## src/rtl/fir16_pkg.sv

```systemverilog
// Shared parameters and state encoding for the fir16 feeder/MAC datapath.
package fir16_pkg;

  localparam int DATA_W      = 16;
  localparam int TAPS        = 16;
  localparam int MAC_LAT     = 2;
  localparam int ACC_W       = 36;
  localparam int ADDR_W      = $clog2(TAPS);
  localparam int CNT_W       = $clog2(TAPS + 1);
  localparam int FLUSH_CNT_W = $clog2(MAC_LAT + 1);

  localparam logic [1:0] ST_FILL  = 2'd0;
  localparam logic [1:0] ST_RUN   = 2'd1;
  localparam logic [1:0] ST_FLUSH = 2'd2;

endpackage

```

## src/rtl/fir16_coef_bank.sv

```systemverilog
// Shadow/active coefficient register files; commit copies the whole shadow bank,
// including a write that lands on the same edge.
module fir16_coef_bank
  import fir16_pkg::*;
(
  input  logic                     clk,
  input  logic                     reset,
  input  logic                     coef_we,
  input  logic [ADDR_W-1:0]        coef_addr,
  input  logic [DATA_W-1:0]        coef_wdata,
  input  logic                     coef_commit,
  output logic [TAPS*DATA_W-1:0]   coeffs_flat
);

  logic [DATA_W-1:0] r_shadow [TAPS];
  logic [DATA_W-1:0] r_active [TAPS];

  // NOTE: both banks are reset because coeffs_flat must read 0 straight out of reset.
  always_ff @(posedge clk or posedge reset) begin
    if (reset) begin
      for (int i = 0; i < TAPS; i++) begin
        r_shadow[i] <= '0;
        r_active[i] <= '0;
      end
    end else begin
      for (int i = 0; i < TAPS; i++) begin
        if (coef_we && (coef_addr == ADDR_W'(i)))
          r_shadow[i] <= coef_wdata;
        if (coef_commit)
          r_active[i] <= (coef_we && (coef_addr == ADDR_W'(i))) ? coef_wdata : r_shadow[i];
      end
    end
  end

  for (genvar g = 0; g < TAPS; g++) begin : g_flat
    assign coeffs_flat[DATA_W*g +: DATA_W] = r_active[g];
  end

endmodule

```

## src/rtl/fir16_tap_feeder.sv

```systemverilog
// Delay line, fill counter, FILL/RUN/FLUSH sequencing and y_valid tag pipeline
// feeding fir16_mac_core.
module fir16_tap_feeder
  import fir16_pkg::*;
(
  input  logic                     clk,
  input  logic                     reset,
  input  logic [DATA_W-1:0]        sample_in,
  input  logic                     sample_valid,
  output logic                     sample_ready,
  input  logic                     flush,
  input  logic                     coef_we,
  input  logic [ADDR_W-1:0]        coef_addr,
  input  logic [DATA_W-1:0]        coef_wdata,
  input  logic                     coef_commit,
  output logic [TAPS*DATA_W-1:0]   samples_flat,
  output logic [TAPS*DATA_W-1:0]   coeffs_flat,
  output logic                     window_full,
  output logic                     y_valid
);

  logic [DATA_W-1:0]      r_win [TAPS];
  logic [CNT_W-1:0]       r_fill_cnt;
  logic [1:0]             r_state;
  logic [FLUSH_CNT_W-1:0] r_flush_cnt;
  logic                   r_rdy_q;
  logic                   r_window_full;
  logic [MAC_LAT:0]       r_tag;
  logic                   w_accept;
  logic                   w_full_after;

  assign sample_ready = r_rdy_q & ~flush;
  assign w_accept     = sample_valid & sample_ready;
  assign w_full_after = (r_fill_cnt >= CNT_W'(TAPS - 1));
  assign window_full  = r_window_full;
  // tag0 is set on the shift edge, so MAC_LAT further stages line up with y_out.
  assign y_valid      = r_tag[MAC_LAT];

  always_ff @(posedge clk or posedge reset) begin
    if (reset) begin
      r_state     <= ST_FILL;
      r_flush_cnt <= '0;
      r_rdy_q     <= 1'b0;
    end else if (flush) begin
      r_state     <= ST_FLUSH;
      r_flush_cnt <= '0;
      r_rdy_q     <= 1'b0;
    end else begin
      case (r_state)
        ST_FILL: begin
          r_rdy_q <= 1'b1;
          if (w_accept && w_full_after) r_state <= ST_RUN;
        end
        ST_RUN: r_rdy_q <= 1'b1;
        ST_FLUSH: begin
          if (r_flush_cnt == FLUSH_CNT_W'(MAC_LAT - 1)) begin
            r_state <= ST_FILL;
            r_rdy_q <= 1'b1;
          end else begin
            r_flush_cnt <= r_flush_cnt + 1'b1;
          end
        end
        default: begin
          r_state <= ST_FILL;
          r_rdy_q <= 1'b1;
        end
      endcase
    end
  end

  always_ff @(posedge clk or posedge reset) begin
    if (reset) begin
      for (int i = 0; i < TAPS; i++) r_win[i] <= '0;
      r_fill_cnt    <= '0;
      r_window_full <= 1'b0;
      r_tag         <= '0;
    end else if (flush) begin
      for (int i = 0; i < TAPS; i++) r_win[i] <= '0;
      r_fill_cnt    <= '0;
      r_window_full <= 1'b0;
      r_tag         <= '0;
    end else begin
      r_tag <= {r_tag[MAC_LAT-1:0], w_accept & w_full_after};
      if (w_accept) begin
        // NOTE: non-blocking assignments make this shift independent of loop order.
        for (int i = TAPS - 1; i > 0; i--) r_win[i] <= r_win[i-1];
        r_win[0] <= sample_in;
        if (r_fill_cnt != CNT_W'(TAPS)) r_fill_cnt <= r_fill_cnt + 1'b1;
        r_window_full <= w_full_after;
      end
    end
  end

  for (genvar g = 0; g < TAPS; g++) begin : g_flat
    assign samples_flat[DATA_W*g +: DATA_W] = r_win[g];
  end

  fir16_coef_bank u_coef_bank (
    .clk         (clk),
    .reset       (reset),
    .coef_we     (coef_we),
    .coef_addr   (coef_addr),
    .coef_wdata  (coef_wdata),
    .coef_commit (coef_commit),
    .coeffs_flat (coeffs_flat)
  );

endmodule
```

## config.mk

```make
export PLATFORM = sky130hd
export DESIGN_NAME = fir16_tap_feeder
export DESIGN_NICKNAME = d
export VERILOG_FILES = /design/src/rtl/fir16_pkg.sv /design/src/rtl/fir16_coef_bank.sv /design/src/rtl/fir16_tap_feeder.sv
export SDC_FILE = /design/constraint.sdc
export NUM_CORES = 2
export LEC_CHECK = 0
export CAP_MARGIN = 5
export CORE_MARGIN = 8
export CORE_UTILIZATION = 23
export DETAILED_ROUTE_END_ITERATION = 8
export PLACE_DENSITY = 0.42
export SLEW_MARGIN = 20
export SYNTH_ARGS = -nofsm -noshare
export SYNTH_HDL_FRONTEND = slang
export SYNTH_SLANG_ARGS = --single-unit
export TNS_END_PERCENT = 100
```

## constraint.sdc

```tcl
create_clock -name clk -period 29.5 [get_ports clk]
set_clock_uncertainty 0.05 [all_clocks]
set_input_delay 5.9 -clock clk [delete_from_list [all_inputs] [get_ports clk]]
set_output_delay 5.9 -clock clk [all_outputs]
set_load 0.01 [all_outputs]
```

==> run_results.csv <==
group,metric,value,unit
routing,firstDrtPassIters,8,
place,dp.cells,4663,
pwr,pwr-share-comb,0.151,
grt,grt-ovfl-total,0,
routing,antenna_left,0,
pwr,clockPowerShare,0.414,
logic_synthesis,yosysWarnings,0,
layout,stdcell_count,4832,
routing,vias,22807,
layout,design_area,0.0397,mm^2
logic_synthesis,synth_top_cell_by_area,"dfrtp_1",
pwr,internal-power,2.10,mW
clock_tree,cts_tree,"built",
clock_tree,path_clk_slew,50,ps
layout,layout-area-overhead-vs-synth,33.9,%
layout,layout.nets,3143,
routing,avgRoutedWirePerCell,24.0,um
pwr,vdd_drop_max,43.2,uV
logic_synthesis,ys_ff_latch,782,
sta,worst_pin_slew,1270,ps
sta,post-route-min-period,13470,ps
min_path,hold_path.class,"reg2reg",
status,outcome,"completed",
floorplan,die_y,375,um
pwr,finalPower,2.90,mW
floorplan,core_area,0.128,mm^2
critical_path,cp.arrival,7520,ps
routing,drc_errors,0,
sta,maxSlewViolCount,0,
logic_synthesis,syn_inst,2632,
layout,antenna_cells,0,
critical_path,worstSetupStartpointType,"primary input",
place,dp_hpwl,72900,um
logic_synthesis,synth_top_cell_area_share,0.660,
sta,fin_setup_tns,0,ps
logic_synthesis,synth_common_cells,"dfrtp_1, nand2_1, nor2_1",
grt,grt_pass1_wl,168000,um
grt,grt_max_degree,219,
routing,drtIter0Drc,2068,
pwr,p_leak,17.6,nW
sta,setup_viol_count_final,0,
clock_tree,cts_sinks,782,
logic_synthesis,syn-cell-area,0.0296,mm^2
sta,finalCritPeriodShare,0.457,
floorplan,die_x,375,um
routing,via_per_inst,4.72,
floorplan,start_util,0.232,
pwr,power_density,73.2,mW/mm^2
critical_path,crit_type,"in2out",
sta,fmax,74.2,MHz
logic_synthesis,yosysSeqAreaShare,0.660,
place,io_buffers,556,
sta,slew_headroom,0.154,
sta,finalHoldViolCount,0,
critical_path,end_kind,"primary output",
clock_tree,htree_levels,3,
routing,wl,116000,um
clock_tree,post_cts_resized,0,
sta,rsz0062_at_grt,"false",
grt,antenna_found_initial,9,
logic_synthesis,ys_async_sr_fraction,1.00,
clock_tree,clock_path_buffers,3,
logic_synthesis,yosys.cell_count.top_type,"dfrtp_1",
clock_tree,post_cts_buffers,0,
critical_path,worstPathRequired,23550,ps
clock_tree,cts-root-buf,"clkbuf_16",
logic_synthesis,synth-edff-count,0,
floorplan,rows,131,
logic_synthesis,syn_nets,2678,
grt,grt_usage,0.158,
flow_run,drv_cap,0,
logic_synthesis,ys.flop_type,"dfrtp_1",
pwr,sw_frac_of_total,0.278,
pwr,p_sw,0.806,mW
pwr,power_frac_seq,0.435,
grt,grt_pass1_vias,22392,
floorplan,die_area,0.141,mm^2
place,gp_congestion,0.755,
logic_synthesis,synth_cell_types,41,
clock_tree,numCtsBuffers,94,
critical_path,cp_max_fo,16,
clock_tree,clkLatencyLatePin,650,ps
layout,drive_gt1_frac,0.0713,
logic_synthesis,yosys-top-cells-area,"dfrtp_1, a22o_1, a31oi_1, nand2_1, o21ai_0",
place,postPlaceCellArea,0.0365,mm^2
floorplan,ioPinCount,557,
logic_synthesis,syn_avg_cell_area,11.3,um^2
clock_tree,postCtsHoldBufs,0,
## final timing paths
check                      depth (start not counted)                         end  slack, ps     start
setup / recovery                                   3                sample_ready      16030     flush
hold / removal                                     1                    r_tag[2]        410  r_tag[1]
setup reg to reg                                   6           samples_flat[239]      25420   r_rdy_q
hold reg to reg                                    1                    r_tag[2]        410  r_tag[1]
max in group asynchronous                          5  u_coef_bank.coeffs_flat[0]      20480     reset
min in group asynchronous                          2                     r_rdy_q       5690     reset
## per-stage QoR
stage | setup slack (ps) | hold WS [ps] | util
floorplan | 1590 | 389 | -
global placement | 16030 | 402 | 0.286
detailed placement | 16000 | 401 | 0.286
CTS | 16000 | 415 | 0.311
global route | 15980 | 447 | 0.311
finish | 16030 | 410 | 0.311
## registers in the layout, summed over array words and instances (netlist names)
register	count
samples_flat	256
u_coef_bank.coeffs_flat	256
u_coef_bank.r_shadow	256
r_fill_cnt	5
r_tag	3
r_flush_cnt	2
r_state	2
r_rdy_q	1
window_full	1
## placed cells by master (no fill, tap or decap), types with 17 or more instances in the layout
cell and count:
a22o_1 256, and3_1 17, clkbuf_16 96, o21ai_0 199, dfrtp_1 782, clkbuf_8 21, clkdlybuf4s50_1 555, a31oi_1 256
o21ai_1 57, buf_4 45, nand2_1 321, nand3_1 193, clkbuf_1 19, nor2_1 260
## worst max-delay path, stage by stage
cell             delay (ps)
clkdlybuf4s50_1         740
nor2b_2                 300
clkdlybuf4s50_1         570
## cell type report
type	count	area (um^2)
sequential	782	19600
tap	1662	2080
clock buffer	136	2760
inverter	6	30.0
timing repair buffer	605	5990
fill	12935	88000
clock inverter	33	445
multi-input combinational	1608	8810
## power by group through the flow
stage                     combinational (mW)  sequential, mW  clock, mW
after floorplan                        0.212            1.29          0
after global placement                 0.447            1.28          0
after detailed placement               0.448            1.28          0
after CTS                              0.450            1.26       1.25
after global routing                   0.483            1.28       1.28
final                                  0.438            1.26       1.20
## metal layers
| metal | track usage | wire length [um] | vias up |
|---|---|---|---|
| li1 | - | - | 10355 |
| met4 | 0.0614 | 4340 | 0 |
| met5 | 0 | 0 | - |
| met2 | 0.267 | 57600 | 625 |
| met1 | 0.204 | 48800 | 11668 |
| met3 | 0.0247 | 5290 | 159 |
## cells by family (layout without fill, tap and decap cells)
kind of cell             after synthesis  in the layout  share of synthesized area
AND/OR/NAND/NOR                      822            822                      0.118
flip-flops                           782            782                      0.660
AO/OA/AOI/OAI                        780            780                      0.176
XOR/XNOR                               2              2                   0.000591
adder cells (fa/ha/maj)                4              4                    0.00169
buffers and inverters                242            780                     0.0440
Power figures use the tool's default switching activity.
